<file path="src/rtl/i2c_pkg.sv">
// Shared constants for the I2C Avalon register front-end: register map,
// STATUS bit positions and the layout of a TX command word.
package i2c_pkg;

  localparam logic [1:0] ADDR_DATA     = 2'd0;
  localparam logic [1:0] ADDR_STATUS   = 2'd1;
  localparam logic [1:0] ADDR_CONTROL  = 2'd2;
  localparam logic [1:0] ADDR_PRESCALE = 2'd3;

  localparam int ST_TX_EMPTY = 0;
  localparam int ST_TX_FULL  = 1;
  localparam int ST_RX_EMPTY = 2;
  localparam int ST_RX_FULL  = 3;
  localparam int ST_BUSY     = 4;
  localparam int ST_ACK_ERR  = 5;
  localparam int ST_TX_OVF   = 6;
  localparam int ST_RX_OVF   = 7;

  localparam int CMD_START = 8;
  localparam int CMD_STOP  = 9;
  localparam int CMD_READ  = 10;
  localparam int CMD_NACK  = 11;
  localparam int CMD_W     = 12;

  typedef struct packed {
    logic       nack;
    logic       rd;
    logic       stop;
    logic       start;
    logic [7:0] data;
  } cmd_t;

endpackage

</file>
<file path="src/rtl/i2c_sync_fifo.sv">
// Single-clock FIFO with combinational head output. Clear beats any
// same-cycle push or pop; a full FIFO still accepts a push when it pops.
module i2c_sync_fifo #(
  parameter int WIDTH = 8,
  parameter int DEPTH = 8
) (
  input  logic             clk,
  input  logic             reset,
  input  logic             push,
  input  logic             pop,
  input  logic             clr,
  input  logic [WIDTH-1:0] din,
  output logic [WIDTH-1:0] dout,
  output logic             empty,
  output logic             full
);
  localparam int AW = $clog2(DEPTH);

  logic [WIDTH-1:0] mem [DEPTH];
  logic [AW-1:0]    wr_ptr, rd_ptr;
  logic [AW:0]      count;
  logic             do_push, do_pop;

  assign empty   = (count == '0);
  assign full    = (count == (AW+1)'(DEPTH));
  assign do_pop  = pop & ~empty & ~clr;
  assign do_push = push & (~full | (pop & ~empty)) & ~clr;
  assign dout    = mem[rd_ptr];

  always_ff @(posedge clk or posedge reset) begin
    if (reset) begin
      wr_ptr <= '0;
      rd_ptr <= '0;
      count  <= '0;
    end else if (clr) begin
      wr_ptr <= '0;
      rd_ptr <= '0;
      count  <= '0;
    end else begin
      if (do_push) wr_ptr <= wr_ptr + 1'b1;
      if (do_pop)  rd_ptr <= rd_ptr + 1'b1;
      case ({do_push, do_pop})
        2'b10:   count <= count + 1'b1;
        2'b01:   count <= count - 1'b1;
        default: count <= count;
      endcase
    end
  end

  // Storage needs no reset: the pointers define what is valid.
  always_ff @(posedge clk) begin
    if (do_push) mem[wr_ptr] <= din;
  end

endmodule

</file>
<file path="src/rtl/i2c_avalon_regs.sv">
// Avalon-MM slave in front of the I2C engine: TX command FIFO, RX byte FIFO,
// CONTROL/PRESCALE registers and sticky error flags.
module i2c_avalon_regs
  import i2c_pkg::*;
#(
  parameter int          TX_DEPTH     = 8,
  parameter int          RX_DEPTH     = 8,
  parameter logic [15:0] PRESCALE_RST = 16'd250
) (
  input  logic        clk,
  input  logic        reset,
  input  logic [1:0]  address,
  input  logic        chipselect,
  input  logic        read,
  input  logic        write,
  input  logic [31:0] writedata,
  output logic [31:0] readdata,
  output logic        eng_enable,
  output logic [15:0] eng_prescale,
  output logic        cmd_valid,
  input  logic        cmd_ready,
  output logic [7:0]  cmd_byte,
  output logic        cmd_start,
  output logic        cmd_stop,
  output logic        cmd_read,
  output logic        cmd_nack,
  input  logic        rx_valid,
  input  logic [7:0]  rx_byte,
  input  logic        eng_busy,
  input  logic        eng_ack_err
);
  logic       wr_en, rd_en, fifo_clr;
  logic       tx_push, tx_pop, tx_empty, tx_full;
  logic       rx_pop, rx_empty, rx_full;
  logic [7:0] rx_dout;
  cmd_t       tx_head;
  logic       ack_err, tx_ovf, rx_ovf;
  logic [2:0] w1c;
  logic [7:0] status;
  logic [31:0] rd_mux;
  logic       unused_wd;

  assign unused_wd = ^writedata[31:16];

  assign wr_en    = chipselect & write;
  assign rd_en    = chipselect & read;
  assign tx_push  = wr_en & (address == ADDR_DATA);
  assign rx_pop   = rd_en & (address == ADDR_DATA) & ~rx_empty;
  assign fifo_clr = wr_en & (address == ADDR_CONTROL) & writedata[1];
  assign w1c      = (wr_en & (address == ADDR_STATUS)) ? writedata[7:5] : 3'b000;

  assign cmd_valid = eng_enable & ~tx_empty;
  assign tx_pop    = cmd_valid & cmd_ready;
  assign cmd_byte  = tx_head.data;
  assign cmd_start = tx_head.start;
  assign cmd_stop  = tx_head.stop;
  assign cmd_read  = tx_head.rd;
  assign cmd_nack  = tx_head.nack;

  i2c_sync_fifo #(.WIDTH(CMD_W), .DEPTH(TX_DEPTH)) u_tx_fifo (
    .clk(clk), .reset(reset), .push(tx_push), .pop(tx_pop), .clr(fifo_clr),
    .din(writedata[CMD_W-1:0]), .dout(tx_head), .empty(tx_empty), .full(tx_full)
  );

  i2c_sync_fifo #(.WIDTH(8), .DEPTH(RX_DEPTH)) u_rx_fifo (
    .clk(clk), .reset(reset), .push(rx_valid), .pop(rx_pop), .clr(fifo_clr),
    .din(rx_byte), .dout(rx_dout), .empty(rx_empty), .full(rx_full)
  );

  always_comb begin
    status              = '0;
    status[ST_TX_EMPTY] = tx_empty;
    status[ST_TX_FULL]  = tx_full;
    status[ST_RX_EMPTY] = rx_empty;
    status[ST_RX_FULL]  = rx_full;
    status[ST_BUSY]     = eng_busy;
    status[ST_ACK_ERR]  = ack_err;
    status[ST_TX_OVF]   = tx_ovf;
    status[ST_RX_OVF]   = rx_ovf;
  end

  // Read mux sees pre-write register values, so a combined read+write returns the old value.
  always_comb begin
    rd_mux = '0;
    case (address)
      ADDR_DATA:     rd_mux = rx_empty ? 32'd0 : {23'd0, 1'b1, rx_dout};
      ADDR_STATUS:   rd_mux = {24'd0, status};
      ADDR_CONTROL:  rd_mux = {31'd0, eng_enable};
      ADDR_PRESCALE: rd_mux = {16'd0, eng_prescale};
      default:       rd_mux = '0;
    endcase
  end

  always_ff @(posedge clk or posedge reset) begin
    if (reset) begin
      readdata     <= '0;
      eng_enable   <= 1'b0;
      eng_prescale <= PRESCALE_RST;
      ack_err      <= 1'b0;
      tx_ovf       <= 1'b0;
      rx_ovf       <= 1'b0;
    end else begin
      if (rd_en) readdata <= rd_mux;
      if (wr_en && address == ADDR_CONTROL)  eng_enable   <= writedata[0];
      if (wr_en && address == ADDR_PRESCALE) eng_prescale <= writedata[15:0];
      // Set has priority over a same-cycle write-one-to-clear.
      ack_err <= eng_ack_err | (ack_err & ~w1c[0]);
      tx_ovf  <= (tx_push & tx_full & ~tx_pop & ~fifo_clr) | (tx_ovf & ~w1c[1]);
      rx_ovf  <= (rx_valid & rx_full & ~rx_pop & ~fifo_clr) | (rx_ovf & ~w1c[2]);
    end
  end

endmodule

</file>
<file path="config.mk">
export PLATFORM = sky130hd
export DESIGN_NAME = i2c_avalon_regs
export DESIGN_NICKNAME = d
export VERILOG_FILES = /design/src/rtl/i2c_pkg.sv /design/src/rtl/i2c_sync_fifo.sv /design/src/rtl/i2c_avalon_regs.sv
export SDC_FILE = /design/constraint.sdc
export NUM_CORES = 1
export LEC_CHECK = 0
export ABC_AREA = 1
export CAP_MARGIN = 20
export CORE_AREA = 5 5 124 149
export CTS_CLUSTER_SIZE = 25
export DETAILED_ROUTE_END_ITERATION = 7
export DIE_AREA = 0 0 129 154
export GPL_TIMING_DRIVEN = 0
export PLACE_DENSITY = 0.78
export SLEW_MARGIN = 30
export SYNTH_ARGS = -nofsm -noshare
export SYNTH_HDL_FRONTEND = slang
export SYNTH_SLANG_ARGS = --single-unit
</file>
<file path="constraint.sdc">
create_clock -name clk -period 4.2 [get_ports clk]
set_input_delay 0.42 -clock clk [delete_from_list [all_inputs] [get_ports clk]]
set_output_delay 0.42 -clock clk [all_outputs]
set_load 0.03 [all_outputs]
</file>
# == After elaboration in Yosys (flattened, before gate mapping) ==
# Memories as Yosys holds them, arrays and structs flattened.
# Cells that the tools add are included.
# totals
ramBits,160
register_bits,72
mem_count,2
out_inout_bits,62
# op_classes
mux,19
n_addsub,8
eq_ne,9
bitwise,42
reduce_logical,11
# memory_table
memory,depth,width,read_ports,rd_ports_with_merged_regs,wr,line_no,rtl
u_tx_fifo.mem,8,12,1,0,1,i2c_sync_fifo.sv:19,logic [WIDTH-1:0] mem [DEPTH];
u_rx_fifo.mem,8,8,1,0,1,i2c_sync_fifo.sv:19,
# ops
operator,count
32-bit one-hot mux with 4 select lines,1
1-bit bitwise AND,27
3-bit two-way mux,9
4-bit one-hot mux with 2 select lines,2
"3-bit by 1-bit adder with 3-bit output, second input constant",4
1-bit NOT,10
9-bit two-way mux,1
"4-bit by 1-bit adder with 4-bit output, second input constant",2
"2-bit == test, second input constant",4
"4-bit == test, second input constant",2
4-bit zero test,2
4-bit two-way mux,2
2-bit nonzero test,4
"4-bit by 1-bit subtractor with 4-bit output, second input constant",2
"2-bit by 1-bit == test with 1-bit output, second input constant",3
3-bit nonzero test,2
1-bit OR,5
1-bit two-way mux,4
1-bit logical AND,2
2-bit zero test,1

# == Longest topological paths before layout ==
# Gate-level depths: netlist of run 1.
# depth
ltp_word,11
ltp_mapped,15

# == By module ==
# A second synthesis of run 1 with hierarchy kept.
# unflattened
hier_cells,876
area_unflattened_um2,9445.3
# by_module_without_submodules
mod,cells_each,n_inst,area_per_inst_um2
i2c_sync_fifo (u_tx_fifo),374,1,4426.7
i2c_sync_fifo (u_rx_fifo),278,1,3179.3
i2c_avalon_regs,224,1,1839.3

# == Least setup slack after synthesis of run 1 ==
# OpenSTA, ideal clock, no wires.
# synth_timing
path_kind,input port to flip-flop
startpoint,in write
endpoint,"mem u_tx_fifo.mem[2][0] (netlist name), enable pin"
path_stages,8
required_ps,3804
setup_time_ps,396
arrival_ps,2054
n_path_buf,0
setup_slack_ps,1750
path_cell_list,nand2_1 inv_1 nand2_1 inv_1 nand2_1 inv_1 nand2_1 nor3_1
# synth_via
elab_chain_len,7
# synth_lines
item,line_no,rtl
from (decl),i2c_avalon_regs.sv:15,"input logic write,"
1-bit bitwise AND (*),i2c_avalon_regs.sv:45,assign wr_en = chipselect & write;
1-bit bitwise AND (2 in a row),i2c_avalon_regs.sv:49,assign fifo_clr = wr_en & (address == ADDR_CONTROL) & writedata[1];
1-bit NOT,i2c_sync_fifo.sv:27,assign do_push = push & (~full | (pop & ~empty)) & ~clr;
1-bit bitwise AND (*),i2c_sync_fifo.sv:27,
1-bit two-way mux (*),i2c_sync_fifo.sv:52,if (do_push) mem[wr_ptr] <= din;
1-bit two-way mux (not written as such) (*),i2c_sync_fifo.sv:52,
to (decl),i2c_sync_fifo.sv:19,
# Every way passes the cells marked *; elsewhere a longest branch is shown, timed or not.

# == Worst setup path after layout of run 1 ==
# layout_timing
startpoint,reg u_tx_fifo.rd_ptr[1]
endpoint,out cmd_read
# layout_via
elab_chain_len,1
# layout_lines
item,line_no,rtl
from (decl),i2c_sync_fifo.sv:20,"logic [AW-1:0] wr_ptr, rd_ptr;"
from (signal assigned),i2c_sync_fifo.sv:41,if (do_pop) rd_ptr <= rd_ptr + 1'b1;
memory read 8 x 12 bit,-,
to (decl),i2c_avalon_regs.sv:25,"output logic cmd_read,"
# Every way passes these cells.

==> results of run 1 <==
## cell usage after synthesis, types with 3 or more instances
library cell	count	area share
edfxtp_1	160	0.53
o211ai_1	8	0.0066
buf_2	3	0.0017
o221ai_1	8	0.0077
dfrtp_1	50	0.14
nand2_1	87	0.036
clkbuf_1	27	0.011
xor2_1	3	0.0029
a31oi_1	15	0.010
ha_1	8	0.011
dfstp_2	6	0.017
o22ai_1	17	0.012
nor2_1	146	0.060
nand3_2	3	0.0033
mux2_2	5	0.0062
o21ai_0	107	0.059
nand2_2	5	0.0034
a221oi_1	4	0.0039
buf_4	16	0.013
inv_1	48	0.020
nand3_1	20	0.011
inv_2	3	0.0012
a21oi_1	10	0.0055
o31ai_1	7	0.0058
## area by class of cell
cell class | count | share of cell area
inverters | 53 | 0.0186
well taps | 216 | 0.0248
clock inverters | 7 | 0.00356
multi-input cells | 489 | 0.229
repair buffers | 83 | 0.0767
flip-flops and latches | 216 | 0.570
clock buffers | 31 | 0.0535
plain buffers | 49 | 0.0234
## routing by layer
| layer | vias to the layer above | routed length [um] |
|---|---|---|
| met5 | - | 0 |
| met4 | 0 | 723 |
| li1 | 2993 | - |
| met1 | 3073 | 7990 |
| met2 | 276 | 11400 |
| met3 | 61 | 1390 |
## logic make-up after synthesis
logic type / synth area share
AOI/OAI and AO/OA: 0.116
xor gates and xnor gates: 0.00386
adders and majority gates: 0.0132
buffers and inverters: 0.0502
DFF: 0.684
muxes: 0.00620
other: 0.000413
and+or+nand+nor: 0.126
## worst max-delay path by stage
stage                        startpoint             endpoint  slack [ps]  cells past startpoint
floorplan                         write  u_tx_fifo.mem[2][0]        1750                      8
global placement             chipselect  u_tx_fifo.mem[3][8]         480                      9
detailed placement           chipselect  u_tx_fifo.mem[4][9]        1020                      9
CTS                 u_tx_fifo.rd_ptr[1]             cmd_read         760                      7
global route        u_tx_fifo.rd_ptr[1]             cmd_read         670                      7
finish              u_tx_fifo.rd_ptr[1]             cmd_read         770                      7
## per-stage QoR
stage | instances | hold slack, ps | power, mW
after CTS | 1144 | 236 | 6.99
after global placement | 1103 | 466 | 5.17
after detailed placement | 1106 | 469 | 5.26
after floorplan | 807 | 453 | 4.33
after global routing | 1144 | 252 | 7.34
final | 1144 | 235 | 6.96
## power breakdown
| part | leakage (nW) | internal (mW) | switching (mW) | total, mW |
|---|---|---|---|---|
| Sequential | 2.12 | 2.58 | 0.204 | 2.78 |
| Clock | 0.302 | 0.964 | 0.757 | 1.72 |
| Combinational | 1.67 | 0.837 | 1.62 | 2.46 |
| Total | 4.09 | 4.38 | 2.58 | 6.96 |
## flip-flops by register name, indices dropped and copies added (netlist names)
name / count
ack_err: 1
eng_enable: 1
eng_prescale: 16
readdata: 16
rx_ovf: 1
tx_ovf: 1
u_rx_fifo.count: 4
u_rx_fifo.mem: 64
u_rx_fifo.rd_ptr: 3
u_rx_fifo.wr_ptr: 3
u_tx_fifo.count: 4
u_tx_fifo.mem: 96
u_tx_fifo.rd_ptr: 3
u_tx_fifo.wr_ptr: 3
==> run summary, run 1 <==
Crit path buf inv count: 3
Seq/Total Area, Yosys: 0.684
Filler Cell Count: 1,287
Setup Slack @ Placement: 1020 ps
Gr busiest metal: met2
Hold Crit Class: primary input to asynchronous set/reset pin
Reg-to-reg startpoint: u_rx_fifo.count[0]
Peak supply drop: 0.339 mV
Async SR Flop Fraction: 0.259
Aggregate negative setup slack: 0 ps
Fin util: 0.649
Antenna Nets Post-Route: 0
Most common cell after layout, fill and taps aside: edfxtp_1
Worst Skew: 9.37 ps
Met3 GRT Util: 0.0340
Initial core utilization: 0.541
First-pass GRT wire length: 33.9 mm
Ant diodes: 0
Synth unique cells: 43
Final wirelength: 21.5 mm
Post-Synthesis Cells: 792
Core outline area: 0.0168 mm2
Ys Warns: 0
Via count: 6,403
CTS tree: built
Status: finished clean
R2r setup slk: 1670 ps
Post-synth EDFFs: 160
CP startpoint kind: flip-flop
RSZ-0062 raised after global routing: no
Crit Path Max Fanout: 10
GR Util All Layers: 0.216
Layout Nets: 973
Register area: 0.00621 mm2
Tcrit/Tclk final: 0.818
Placer Congestion: 0.858
WL/cell: 18.8 um
Mapped cell area: 0.00908 mm2
Cts hold-fix bufs: 0
Design area: 0.0109 mm2
Worst-margin pin slew: 822 ps
Dpl cell area: 0.0103 mm2
Slowest cell on the critical path: clkdlybuf4s50_1
PnR worst setup slack: 766 ps
CP required: 3780 ps
Met2 GRT Util: 0.391
Count of final hold-check violations: 0
Vias in the first global route: 6,501
CTS H-tree depth: 1
Flops & latches, synth: 216
Avg Cell Area, Syn: 11.5 um2
DP HPWL: 15.3 mm
Clk root buf: clkbuf_16
Die area: 0.0199 mm2
Port Buffers: 80
Met1 Usage GRT: 0.255
Drt pass-1 iters: 5
Max_slew headroom: 0.450
CTS Buf Count: 21
Setup CP Type: flip-flop to output pin
CP cell instances: inv_1, clkbuf_1, o21ai_0, o22ai_1, nor2_1, a31oi_1, clkdlybuf4s50_1
Finish-stage setup viols: 0
Initial antenna violation count: 0
DRC: 0
Largest net degree at the start of global routing: 34
Ys flop type: edfxtp_1
Reg2Reg Depth: 15
Commonest cells after routing, fill and taps aside: edfxtp_1 (160), nor2_1 (140), o21ai_0 (107)
FMAX: 0.291 GHz
Area of the multi-input gates: 0.00249 mm2
Max Cap Viol: 0
Die X: 129 um
Post-CTS Resized: 0
Layout cells sized above 1: 0.0991
Die Y: 154 um
Rows: 52
Routed vias/inst: 5.60
Total gr overflow: 0
CTS Sinks: 216
Skew-Pair Late Insertion Delay: 490 ps
CP arrival: 3010 ps
Leak pwr: 4.09 nW
Area Growth Syn to Fin: 20.0%
Initial DRC count: 550
P per Cell Area: 639 mW/mm2
Slowest stage delay, CP: 720 ps
Crit path time final: 3430 ps
Worst flop-to-flop path endpoint: u_rx_fifo.count[3]
Post-CTS setup buffers: 0
Slew Viols, Final: 0
Clock Pin Slew Worst Setup and Hold Paths: 60 ps
I/O pins: 113
CTS Buffer Depth: 3
Crit. End Element: output pin
Kind of cell adding the most delay to the critical path: buffers and inverters
(Power assumes the default switching activity.)
==> run 2: changes to the inputs <==
==> constraint.sdc (replaced) <==
create_clock -name clk -period 3.2 [get_ports clk]
set_input_delay 0.32 -clock clk [delete_from_list [all_inputs] [get_ports clk]]
set_output_delay 0.32 -clock clk [all_outputs]
set_load 0.03 [all_outputs]
==> run 2 against run 1 <==
Clock skew grew 1.3 ps; utilization grew 0.052 points; count of clock-buffer cells in the layout is the same; wire length shrank 0.13%; die area is the same; clock power grew 31%; via count shrank 0.27%; highest routed layer unchanged.
==> run summary, run 2 (synthesis gave the netlist of run 1 again) <==
Die Y: 154 um (unchanged)
Max reg flops: 96 (unchanged)
Slew Viols, Final: 0 (unchanged)
Met1 Usage GRT: 0.255 (unchanged)
DP HPWL: 15.3 mm (unchanged)
Leak pwr: 4.12 nW (+0.56%)
FMAX: 0.323 GHz
GR Util All Layers: 0.216 (unchanged)
Setup Slack @ Placement: 118 ps (-900 ps)
Layout Nets: 973 (unchanged)
Worst-margin pin slew: 834 ps (+11.2 ps)
Slowest cell on the critical path: clkdlybuf4s50_1
Flop pwr share: 0.400 (about the same)
Total gr overflow: 0 (unchanged)
Largest net degree at the start of global routing: 34 (unchanged)
Worst flop-to-flop path endpoint: u_rx_fifo.count[3]
Sw frac: 0.370 (-0.000659)
Placer Congestion: 0.858 (unchanged)
Die area: 0.0199 mm2 (unchanged)
Reg-to-reg startpoint: u_rx_fifo.count[0]
Most common cell after layout, fill and taps aside: edfxtp_1
DRC: 0 (unchanged)
CTS Sinks: 216 (unchanged)
Tcrit/Tclk final: 0.968
CTS H-tree depth: 1 (unchanged)
Commonest cells after routing, fill and taps aside: edfxtp_1 (160), nor2_1 (140), o21ai_0 (107)
Initial DRC count: 542 (-1.5%)
Met2 GRT Util: 0.391 (unchanged)
Crit Path Max Fanout: 10 (unchanged)
Crit path buf inv count: 3 (unchanged)
Peak supply drop: 0.445 mV (+31%)
Most flops, register: u_tx_fifo.mem
P_sw: 3.38 mW (+31%)
Tot Pwr: 9.14 mW (+31%)
Gr busiest metal: met2
CP cell instances: inv_1, clkbuf_1, o21ai_0, o22ai_1, nor2_1, a31oi_1, clkdlybuf4s50_1
Status: finished clean
I/O pins: 113 (unchanged)
WL/cell: 18.8 um (-0.13%)
Vias in the first global route: 6,501 (unchanged)
Port Buffers: 80 (unchanged)
Routed vias/inst: 5.58 (-0.27%)
Largest registers: u_tx_fifo.mem x96, u_rx_fifo.mem x64
Antenna Nets Post-Route: 0 (unchanged)
Cell-internal power: 5.75 mW (+31%)
P per Cell Area: 838 mW/mm2 (+31%)
PnR worst setup slack: 102 ps (-664 ps)
Initial core utilization: 0.541 (unchanged)
First-pass GRT wire length: 33.9 mm (unchanged)
Max_slew headroom: 0.442 (-0.00751)
Setup CP Type: flip-flop to output pin
Clk network pwr share: 0.247 (about the same)
CTS Buf Count: 21 (unchanged)
Combinational power share: 0.353 (about the same)
Rows: 52 (unchanged)
RSZ-0062 raised after global routing: no
Clock Pin Slew Worst Setup and Hold Paths: 60 ps (about the same)
Final wirelength: 21.5 mm (-0.13%)
Post-CTS setup buffers: 0 (unchanged)
Hold Crit Class: primary input to asynchronous set/reset pin
Crit path time final: 3100 ps
Max Cap Viol: 0 (unchanged)
Layout cells sized above 1: 0.105 (+0.00539)
R2r setup slk: 660 ps (-1010 ps)
Skew-Pair Late Insertion Delay: 500 ps (about the same)
Count of final hold-check violations: 0 (unchanged)
Drt pass-1 iters: 5 (unchanged)
Initial antenna violation count: 0 (unchanged)
CP required: 2880 ps (-900 ps)
Met3 GRT Util: 0.0340 (unchanged)
Reg2Reg Depth: 15 (unchanged)
Worst Skew: 10.6 ps (+1.27 ps)
Ant diodes: 0 (unchanged)
Kind of cell adding the most delay to the critical path: buffers and inverters
Die X: 129 um (unchanged)
Finish-stage setup viols: 0 (unchanged)
Via count: 6,386 (-0.27%)
Core outline area: 0.0168 mm2 (unchanged)
Filler Cell Count: 1,287 (unchanged)
Crit. End Element: output pin
Setup crit start: u_tx_fifo.rd_ptr[0]
CTS tree: built
Slowest stage delay, CP: 700 ps (-20 ps)
Area Growth Syn to Fin: 20.1% (about the same)
CP arrival: 2780 ps (-230 ps)
CP startpoint kind: flip-flop
Clk root buf: clkbuf_16
CTS Buffer Depth: 3 (unchanged)
## run 2: changes by cell type in the layout (fill, tap and decap cells not counted), sizes merged
| cell | change |
|---|---|
| buf | +1 |
| clkbuf | -1 |
| clkdlybuf4s50 | -1 |
| dlymetal6s2s | +1 |
## run 2: how the worst max path moves through the flow
| stage | cells past startpoint | end |
|---|---|---|
| 6_report | 7 | cmd_nack |
| 5_1_grt | 7 | cmd_start |
| 4_1_cts | 7 | cmd_read |
| 3_5_place_dp | 9 | u_tx_fifo.mem[4][9] |
| 3_3_place_gp | 9 | u_tx_fifo.mem[3][8] |
| 2_1_floorplan | 6 | u_tx_fifo.mem[2][0] |
## run 2: layout make-up
type | instances | area (um2) | share of cell area
Multi-Input combinational cell | 489 | 2490 | 0.229
Clock inverter | 7 | 38.8 | 0.00356
Inverter | 53 | 203 | 0.0186
Clock buffer | 31 | 583 | 0.0535
Timing Repair Buffer | 83 | 838 | 0.0769
Tap cell | 216 | 270 | 0.0248
Sequential cell | 216 | 6210 | 0.570
Buffer | 49 | 262 | 0.0240
## run 2: repair_timing
| item | in CTS | in global routing |
|---|---|---|
| resized for setup | 3 | 6 |
| hold buffers | 0 | 0 |
| setup endpoints to repair | 5 | 2 |
| cloned | 0 | 0 |
| hold endpoints to repair | 0 | 0 |
## run 2: worst register-to-register path: stages (launching register included)
cell	delay [ps]
dfrtp_1	420
inv_1	90
nand2_1	80
nor3_2	280
nor2_4	140
nand2_4	100
inv_1	70
nand2_1	140
inv_1	120
ha_1	350
a21oi_1	160
nand2_1	70
xor2_1	150
xnor2_1	160
nand3_1	90
nand2_1	60
## run 2: routing by layer
metal,vias up,share of wire
met1,3076,0.37
met2,251,0.53
met3,68,0.063
met4,0,0.037
li1,2991,-
met5,-,0
## run 2: power by group through the flow
| stage | logic (mW) | clock network (mW) | registers, mW |
|---|---|---|---|
| after detailed placement | 3.21 | 0 | 3.70 |
| after floorplan | 1.91 | 0 | 3.78 |
| after global placement | 3.11 | 0 | 3.69 |
| after global routing | 3.55 | 2.40 | 3.69 |
| final | 3.23 | 2.26 | 3.65 |
| after CTS | 3.24 | 2.28 | 3.65 |
## run 2: per-stage QoR
stage	hold WS (ps)	instances	cell area (um2)	setup TNS, ps	utilization
CTS	136	1144	10900	0	0.649
finish	136	1144	10900	0	0.649
global placement	466	1103	10200	-9820	0.608
global route	152	1144	10900	0	0.649
floorplan	412	807	9140	0	-
detailed placement	469	1106	10300	0	0.612
